$ cat config.mk
export PLATFORM = sky130hd
export DESIGN_NAME = pe_dma_mem_requester
export DESIGN_NICKNAME = d
export VERILOG_FILES = /design/src/rtl/pe_dma_mem_req_pkg.sv /design/src/rtl/pe_dma_rd_fifo.sv /design/src/rtl/pe_dma_mem_requester.sv
export SDC_FILE = /design/constraint.sdc
export NUM_CORES = 1
export LEC_CHECK = 0
export CORE_MARGIN = 2
export CORE_UTILIZATION = 45
export DETAILED_ROUTE_END_ITERATION = 6
export PLACE_DENSITY = 0.69
export SYNTH_ARGS = -nofsm -noshare
export SYNTH_HDL_FRONTEND = slang
export SYNTH_HIERARCHICAL = 1
export SYNTH_SLANG_ARGS = --single-unit
export TNS_END_PERCENT = 1
$ cat constraint.sdc
create_clock -name clk -period 9 [get_ports clk]
set_input_delay 1.35 -clock clk [delete_from_list [all_inputs] [get_ports clk]]
set_output_delay 1.35 -clock clk [all_outputs]
set_load 0.02 [all_outputs]
$ cat src/rtl/pe_dma_mem_req_pkg.sv
// Shared types and default widths for the PE-side DMA memory requester.
package pe_dma_mem_req_pkg;

  localparam int PKG_ADDR_W = 24;
  localparam int PKG_DATA_W = 64;
  localparam int PKG_LEN_W  = 16;

  typedef enum logic [2:0] {
    IDLE,
    WR,
    RD,
    RD_DRAIN,
    DONE
  } state_e;

  typedef struct packed {
    logic                  write;
    logic [PKG_ADDR_W-1:0] addr;
    logic [PKG_LEN_W-1:0]  len;
  } cmd_t;

endpackage

$ cat src/rtl/pe_dma_rd_fifo.sv
// Synchronous read-return FIFO; DEPTH must be a power of two. Push while full is
// accepted only when a pop happens in the same cycle.
module pe_dma_rd_fifo #(
  parameter int DATA_W = 64,
  parameter int DEPTH  = 8
) (
  input  logic                     clk,
  input  logic                     reset,
  input  logic                     push_i,
  input  logic [DATA_W-1:0]        push_data_i,
  input  logic                     pop_i,
  output logic [DATA_W-1:0]        pop_data_o,
  output logic                     empty_o,
  output logic [$clog2(DEPTH):0]   count_o,
  output logic [$clog2(DEPTH):0]   free_o
);

  localparam int AW = $clog2(DEPTH);
  localparam int CW = AW + 1;
  localparam logic [CW-1:0] DEPTH_C = CW'(DEPTH);

  logic [DATA_W-1:0] mem_q [DEPTH];
  logic [AW-1:0]     wr_ptr_q, rd_ptr_q;
  logic [CW-1:0]     count_q;
  logic              full, do_push, do_pop;

  assign empty_o = (count_q == '0);
  assign full    = (count_q == DEPTH_C);
  assign do_pop  = pop_i & ~empty_o;
  assign do_push = push_i & (~full | do_pop);

  always_ff @(posedge clk) begin
    if (reset) begin
      wr_ptr_q <= '0;
      rd_ptr_q <= '0;
      count_q  <= '0;
    end else begin
      if (do_push) wr_ptr_q <= wr_ptr_q + AW'(1);
      if (do_pop)  rd_ptr_q <= rd_ptr_q + AW'(1);
      count_q <= count_q + CW'(do_push) - CW'(do_pop);
    end
  end

  // Storage carries no reset; only the pointers define what is valid.
  always_ff @(posedge clk) begin
    if (do_push) mem_q[wr_ptr_q] <= push_data_i;
  end

  assign pop_data_o = empty_o ? '0 : mem_q[rd_ptr_q];
  assign count_o    = count_q;
  assign free_o     = DEPTH_C - count_q;

endmodule

$ cat src/rtl/pe_dma_mem_requester.sv
// PE-side DMA initiator: turns one (addr, len, dir) command into per-word memc requests.
// Optional stall counters are built when PE_DMA_MEM_REQ_PERF_CNT_EN is defined.
module pe_dma_mem_requester
  import pe_dma_mem_req_pkg::*;
#(
  parameter int ADDR_W   = PKG_ADDR_W,
  parameter int DATA_W   = PKG_DATA_W,
  parameter int LEN_W    = PKG_LEN_W,
  parameter int RD_DEPTH = 8,
  parameter int PAUSE_TH = 2
) (
  input  logic              clk,
  input  logic              reset,
  input  logic              cmd_valid,
  output logic              cmd_ready,
  input  logic              cmd_write,
  input  logic [ADDR_W-1:0] cmd_addr,
  input  logic [LEN_W-1:0]  cmd_len,
  input  logic              in_valid,
  output logic              in_ready,
  input  logic [DATA_W-1:0] in_data,
  output logic              out_valid,
  input  logic              out_ready,
  output logic [DATA_W-1:0] out_data,
  output logic              done,
  output logic              dma__memc__write_valid,
  output logic [ADDR_W-1:0] dma__memc__write_address,
  output logic [DATA_W-1:0] dma__memc__write_data,
  input  logic              memc__dma__write_ready,
  output logic              dma__memc__read_valid,
  output logic [ADDR_W-1:0] dma__memc__read_address,
  input  logic              memc__dma__read_ready,
  input  logic [DATA_W-1:0] memc__dma__read_data,
  input  logic              memc__dma__read_data_valid,
  output logic              dma__memc__read_pause
`ifdef PE_DMA_MEM_REQ_PERF_CNT_EN
  ,
  output logic [31:0]       rd_stall_cnt,
  output logic [31:0]       out_stall_cnt
`endif
);

  localparam int CW = $clog2(RD_DEPTH) + 1;
  localparam logic [CW-1:0] DEPTH_C = CW'(RD_DEPTH);
  localparam logic [CW-1:0] PAUSE_C = CW'(PAUSE_TH);

  state_e            state_q;
  logic              cmd_ready_q, done_q, pause_q;
  logic [ADDR_W-1:0] addr_q;
  logic [LEN_W-1:0]  rem_q;
  logic [CW-1:0]     outst_q;
  logic              cmd_acc, wr_acc, rd_acc, last_word;
  logic              fifo_push, fifo_pop, fifo_empty;
  logic [CW-1:0]     fifo_count, fifo_free;
  logic [CW:0]       credit_used;
  logic [DATA_W-1:0] fifo_rdata;

  assign cmd_ready = cmd_ready_q;
  assign done      = done_q;
  assign cmd_acc   = cmd_valid & cmd_ready_q;
  assign last_word = (rem_q == LEN_W'(1));

  assign dma__memc__write_valid   = (state_q == WR) & in_valid;
  assign in_ready                 = (state_q == WR) & memc__dma__write_ready;
  assign dma__memc__write_address = (state_q == WR) ? addr_q : '0;
  assign dma__memc__write_data    = (state_q == WR) ? in_data : '0;
  assign wr_acc                   = dma__memc__write_valid & memc__dma__write_ready;

  // A request is only issued when its return is guaranteed a FIFO slot.
  assign credit_used             = {1'b0, outst_q} + {1'b0, fifo_count};
  assign dma__memc__read_valid   = (state_q == RD) & (credit_used < {1'b0, DEPTH_C});
  assign dma__memc__read_address = (state_q == RD) ? addr_q : '0;
  assign rd_acc                  = dma__memc__read_valid & memc__dma__read_ready;
  assign dma__memc__read_pause   = pause_q;

  // Returns with nothing outstanding belong to an aborted command and are dropped.
  assign fifo_push = memc__dma__read_data_valid & (outst_q != '0);
  assign out_valid = ~fifo_empty;
  assign fifo_pop  = out_valid & out_ready;
  assign out_data  = fifo_rdata;

  // Command FSM with registered cmd_ready/done
  always_ff @(posedge clk) begin
    if (reset) begin
      state_q     <= IDLE;
      cmd_ready_q <= 1'b0;
      done_q      <= 1'b0;
      addr_q      <= '0;
      rem_q       <= '0;
    end else begin
      done_q <= 1'b0;
      case (state_q)
        IDLE: begin
          cmd_ready_q <= 1'b1;
          if (cmd_acc) begin
            cmd_ready_q <= 1'b0;
            addr_q      <= cmd_addr;
            rem_q       <= cmd_len;
            if (cmd_len == '0) begin
              state_q <= DONE;
              done_q  <= 1'b1;
            end else begin
              state_q <= cmd_write ? WR : RD;
            end
          end
        end
        WR: begin
          if (wr_acc) begin
            addr_q <= addr_q + ADDR_W'(1);
            rem_q  <= rem_q - LEN_W'(1);
            if (last_word) begin
              state_q <= DONE;
              done_q  <= 1'b1;
            end
          end
        end
        RD: begin
          if (rd_acc) begin
            addr_q <= addr_q + ADDR_W'(1);
            rem_q  <= rem_q - LEN_W'(1);
            if (last_word) state_q <= RD_DRAIN;
          end
        end
        RD_DRAIN: begin
          if ((outst_q == '0) && fifo_empty) begin
            state_q <= DONE;
            done_q  <= 1'b1;
          end
        end
        DONE: begin
          state_q     <= IDLE;
          cmd_ready_q <= 1'b1;
        end
        default: begin
          state_q     <= IDLE;
          cmd_ready_q <= 1'b0;
        end
      endcase
    end
  end

  // Outstanding-read tracking and advisory pause
  always_ff @(posedge clk) begin
    if (reset) begin
      outst_q <= '0;
      pause_q <= 1'b0;
    end else begin
      case ({rd_acc, fifo_push})
        2'b10:   outst_q <= outst_q + CW'(1);
        2'b01:   outst_q <= outst_q - CW'(1);
        default: outst_q <= outst_q;
      endcase
      pause_q <= (fifo_free <= PAUSE_C);
    end
  end

  pe_dma_rd_fifo #(
    .DATA_W (DATA_W),
    .DEPTH  (RD_DEPTH)
  ) u_rd_fifo (
    .clk         (clk),
    .reset       (reset),
    .push_i      (fifo_push),
    .push_data_i (memc__dma__read_data),
    .pop_i       (fifo_pop),
    .pop_data_o  (fifo_rdata),
    .empty_o     (fifo_empty),
    .count_o     (fifo_count),
    .free_o      (fifo_free)
  );

`ifdef PE_DMA_MEM_REQ_PERF_CNT_EN
  logic [31:0] rd_stall_q, out_stall_q;

  function automatic logic [31:0] sat_inc(input logic [31:0] v);
    return (v == '1) ? v : v + 32'd1;
  endfunction

  always_ff @(posedge clk) begin
    if (reset || cmd_acc) begin
      rd_stall_q  <= '0;
      out_stall_q <= '0;
    end else begin
      if (dma__memc__read_valid && !memc__dma__read_ready) rd_stall_q <= sat_inc(rd_stall_q);
      if (out_valid && !out_ready) out_stall_q <= sat_inc(out_stall_q);
    end
  end

  assign rd_stall_cnt  = rd_stall_q;
  assign out_stall_cnt = out_stall_q;
`endif

endmodule
==> out/results.ini <==
[outcome]
status = complete, no violations

[timing]
max_slew_margin_pct = 8.85
setup_violations = 0
rsz0062_at_grt = no
tightestPinTransition_ns = 1.37
timing.fmax_ghz = 0.196
fin_crit_sh_pct = 56.7
setup_tns_ns = 0
skew_ns = 0.0263
hold_ws_ns = 0.494
finalMaxSlewViolations = 0
final.min_clock_period_ns = 5.10
hold_viol_final = 0

[logic_synthesis]
synth_cells = 1677
syn_area_um2 = 25100
async_flop_share_pct = 0
synth-compound-area-share_pct = 8.89
synth_top_family_by_area = multiplexers
synth-seq-cells = 575
ys.flop_type = edfxtp_1
ys_warn_count = 6
muxShareOfSynthArea_pct = 12.1
synth_xor_area_share_pct = 0.309
synth_area_per_cell_um2 = 15.0
synth-edff-count = 512
ys_types = 80
synth_fp_nets = 1874
yosysSeqAreaShare_pct = 66.3
yosys.area_share.simple_pct = 8.29
synth-adder-area-share_pct = 1.06

[clocking]
postCtsHoldBufs = 0
htree_levels = 2
cts_made_buffers = 57
cts.sinks = 575
cts_buffer_depth = 3
cts-root-buf = clkbuf_16
insertion_delay_ns = 0.62
ctsResizeCount = 0
cts_tree = done
cts_setup_buffers = 0
clk_pin_slew_worst_paths_ns = 0.06

[place]
port_buffers = 359
gp_congestion = 0.888
dp_hpwl_um = 39400
dp_cells = 2696
dpl_cell_area_um2 = 29300

[power]
swShare_pct = 33.2
power_density_nw_per_um2 = 267
irDropWorstVdd_uv = 182
seqPwrFrac_pct = 38.8
p_int_mw = 5.55
switchingPower_mw = 2.75
p_comb_share_pct = 33.1
clockPowerShare_pct = 28.1
p_leak_nw = 9.98

[critical_path]
cpMaxStageDelayCell = dfxtp_4
cp-start-kind = flop
end_kind = output port
crit_chain = buf_12 -> mux2_1 -> a32oi_1 -> o211ai_1 -> clkdlybuf4s50_1
cp_data_required_time_ns = 7.65
crit_fanout = 169
cp_slowest_stage_delay_ns = 0.64
path_class = flop to output port
cp.arrival_ns = 3.75

[routing]
routed_wl_um = 65100
drt_first_pass_iters = 5
wl_per_cell_um = 23.2
drcViolationCount = 0
ant_nets = 0
routed-via-count = 15800
drtIter0Drc = 1244
via_per_inst = 5.65

[grt]
grt_max_degree = 170
antenna_found_initial = 4
grt.total_usage_pct = 22.3
grt_pass1_wl_um = 97300
overflow = 0
grt_pass1_vias = 15700

[floorplanning]
row_count = 86
die_area_um2 = 57600
start_util_pct = 45.5
chipWidth_um = 240
ios = 360
core_um2 = 55100
die_h_um = 240

[layout]
area_growth_pct = 24.0
utilization_pct = 56.5
fin_cells = 2805
final_area_um2 = 31100
final_layout_size_suffix_gt1_share_pct = 14.8
nets = 2204

[min_path]
hp-class = flop to flop

[flow_run]
maxCapViolations = 0

==> layer usage <==
metal / share of wire [%] / up-vias / GRT usage, % / routed length (µm)
met5: 0.022 / - / 0 / 14
met4: 2.3 / 2 / 6.64 / 1470
met3: 6.6 / 94 / 4.67 / 4270
met2: 47 / 513 / 34.8 / 30600
met1: 44 / 8006 / 31.6 / 28800
li1: - / 7232 / - / -
==> Yosys cell counts (all sizes together), types with 8 or more instances <==
| master | count | area, µm² |
|---|---|---|
| a21oi | 58 | 302 |
| mux2 | 197 | 2380 |
| mux2i | 66 | 661 |
| nand2b | 8 | 50.1 |
| and2 | 91 | 569 |
| ha | 18 | 225 |
| nand3 | 77 | 385 |
| dfxtp | 63 | 1260 |
| a32oi | 65 | 611 |
| nand2 | 47 | 176 |
| o21ai | 26 | 130 |
| inv | 23 | 86.3 |
| edfxtp | 512 | 15400 |
| o211ai | 71 | 553 |
| buf | 55 | 433 |
| clkbuf | 63 | 236 |
| nand4 | 8 | 50.1 |
| nor4 | 12 | 87.6 |
| o32ai | 18 | 180 |
| nor2b | 9 | 56.3 |
| nor2 | 50 | 198 |
| and3 | 27 | 169 |
| nor3 | 28 | 151 |
==> flip-flops by register name, indices dropped and copies added (netlist names), named ones only <==
register,count
rem_q,16
u_rd_fifo/rd_ptr_q,3
cmd_ready,1
addr_q,24
done,1
u_rd_fifo/count_o,4
state_q,3
u_rd_fifo/mem_q,512
u_rd_fifo/wr_ptr_q,3
outst_q,4
dma__memc__read_pause,1
==> metrics by stage <==
stage | setup slack [ns] | total power [mW]
after floorplan | 0.432 | 4.94
after global placement | 4.58 | 5.97
after detailed placement | 4.47 | 6.01
after CTS | 3.92 | 8.35
after global routing | 3.80 | 8.67
final | 3.90 | 8.30
==> logic make-up after synthesis <==
group                    Yosys count
XOR/XNOR                           8
adder cells (fa/ha/maj)           20
AO/OA/AOI/OAI                    290
AND/OR/NAND/NOR                  380
flip-flops                       575
multiplexers                     263
buffers and inverters            141
==> layout make-up <==
cell class / instances / area, µm²
repair buffers: 389 / 3830
clock inverters: 39 / 382
well taps: 748 / 936
inverters: 23 / 87.6
flip-flops and latches: 575 / 16600
multi-input cells: 961 / 7760
fillers: 4418 / 24000
clock buffers: 66 / 1460
diodes: 4 / 10.0
==> layout by cell type, fill, tap and decap left out, types with 6 or more instances in the layout <==
cell,count
nand2b_1,8
and3_1,27
nand2_1,47
edfxtp_1,512
a32oi_1,61
clkdlybuf4s50_1,358
mux2i_1,66
nand3_1,77
mux2_2,108
a31oi_1,6
clkbuf_1,9
clkinv_1,14
ha_1,18
mux2_1,47
and2_1,91
nor2b_1,9
o32ai_1,15
clkbuf_16,57
o21ai_0,13
a21o_1,7
mux2_4,42
nand4_1,8
a22oi_1,6
clkinv_2,11
nor3_1,23
o21ai_1,13
a21oi_1,57
o211ai_1,67
nor2_1,45
buf_4,29
bufinv_16,6
inv_1,22
nor4_1,9
dfxtp_1,61
==> worst max-delay path: cells and delay by family (launching register included) <==
kind / cells / cell delay, ns
muxes: 1 / 0.39
DFF: 1 / 0.64
AOI/OAI and AO/OA: 2 / 0.50
buffers and inverters: 2 / 1.17
==> power groups by stage <==
stage	logic (mW)	registers (mW)	clock network, mW
2_1_floorplan	1.71	3.22	0
3_3_place_gp	2.70	3.26	0
3_5_place_dp	2.74	3.27	0
4_1_cts	2.75	3.22	2.38
5_1_grt	2.95	3.24	2.48
6_report	2.74	3.22	2.33
==> worst paths after layout <==
path / start / to / slack (ns) / depth (start not counted)
worst min register to register: rem_q[6] / rem_q[6] / 0.49 / 2
worst min-delay path: rem_q[6] / rem_q[6] / 0.49 / 2
worst max register to register: state_q[1] / outst_q[3] / 5.22 / 11
worst max-delay path: flop / out_data[37] / 3.90 / 5
Note: power is estimated with default switching activity, not from simulation.
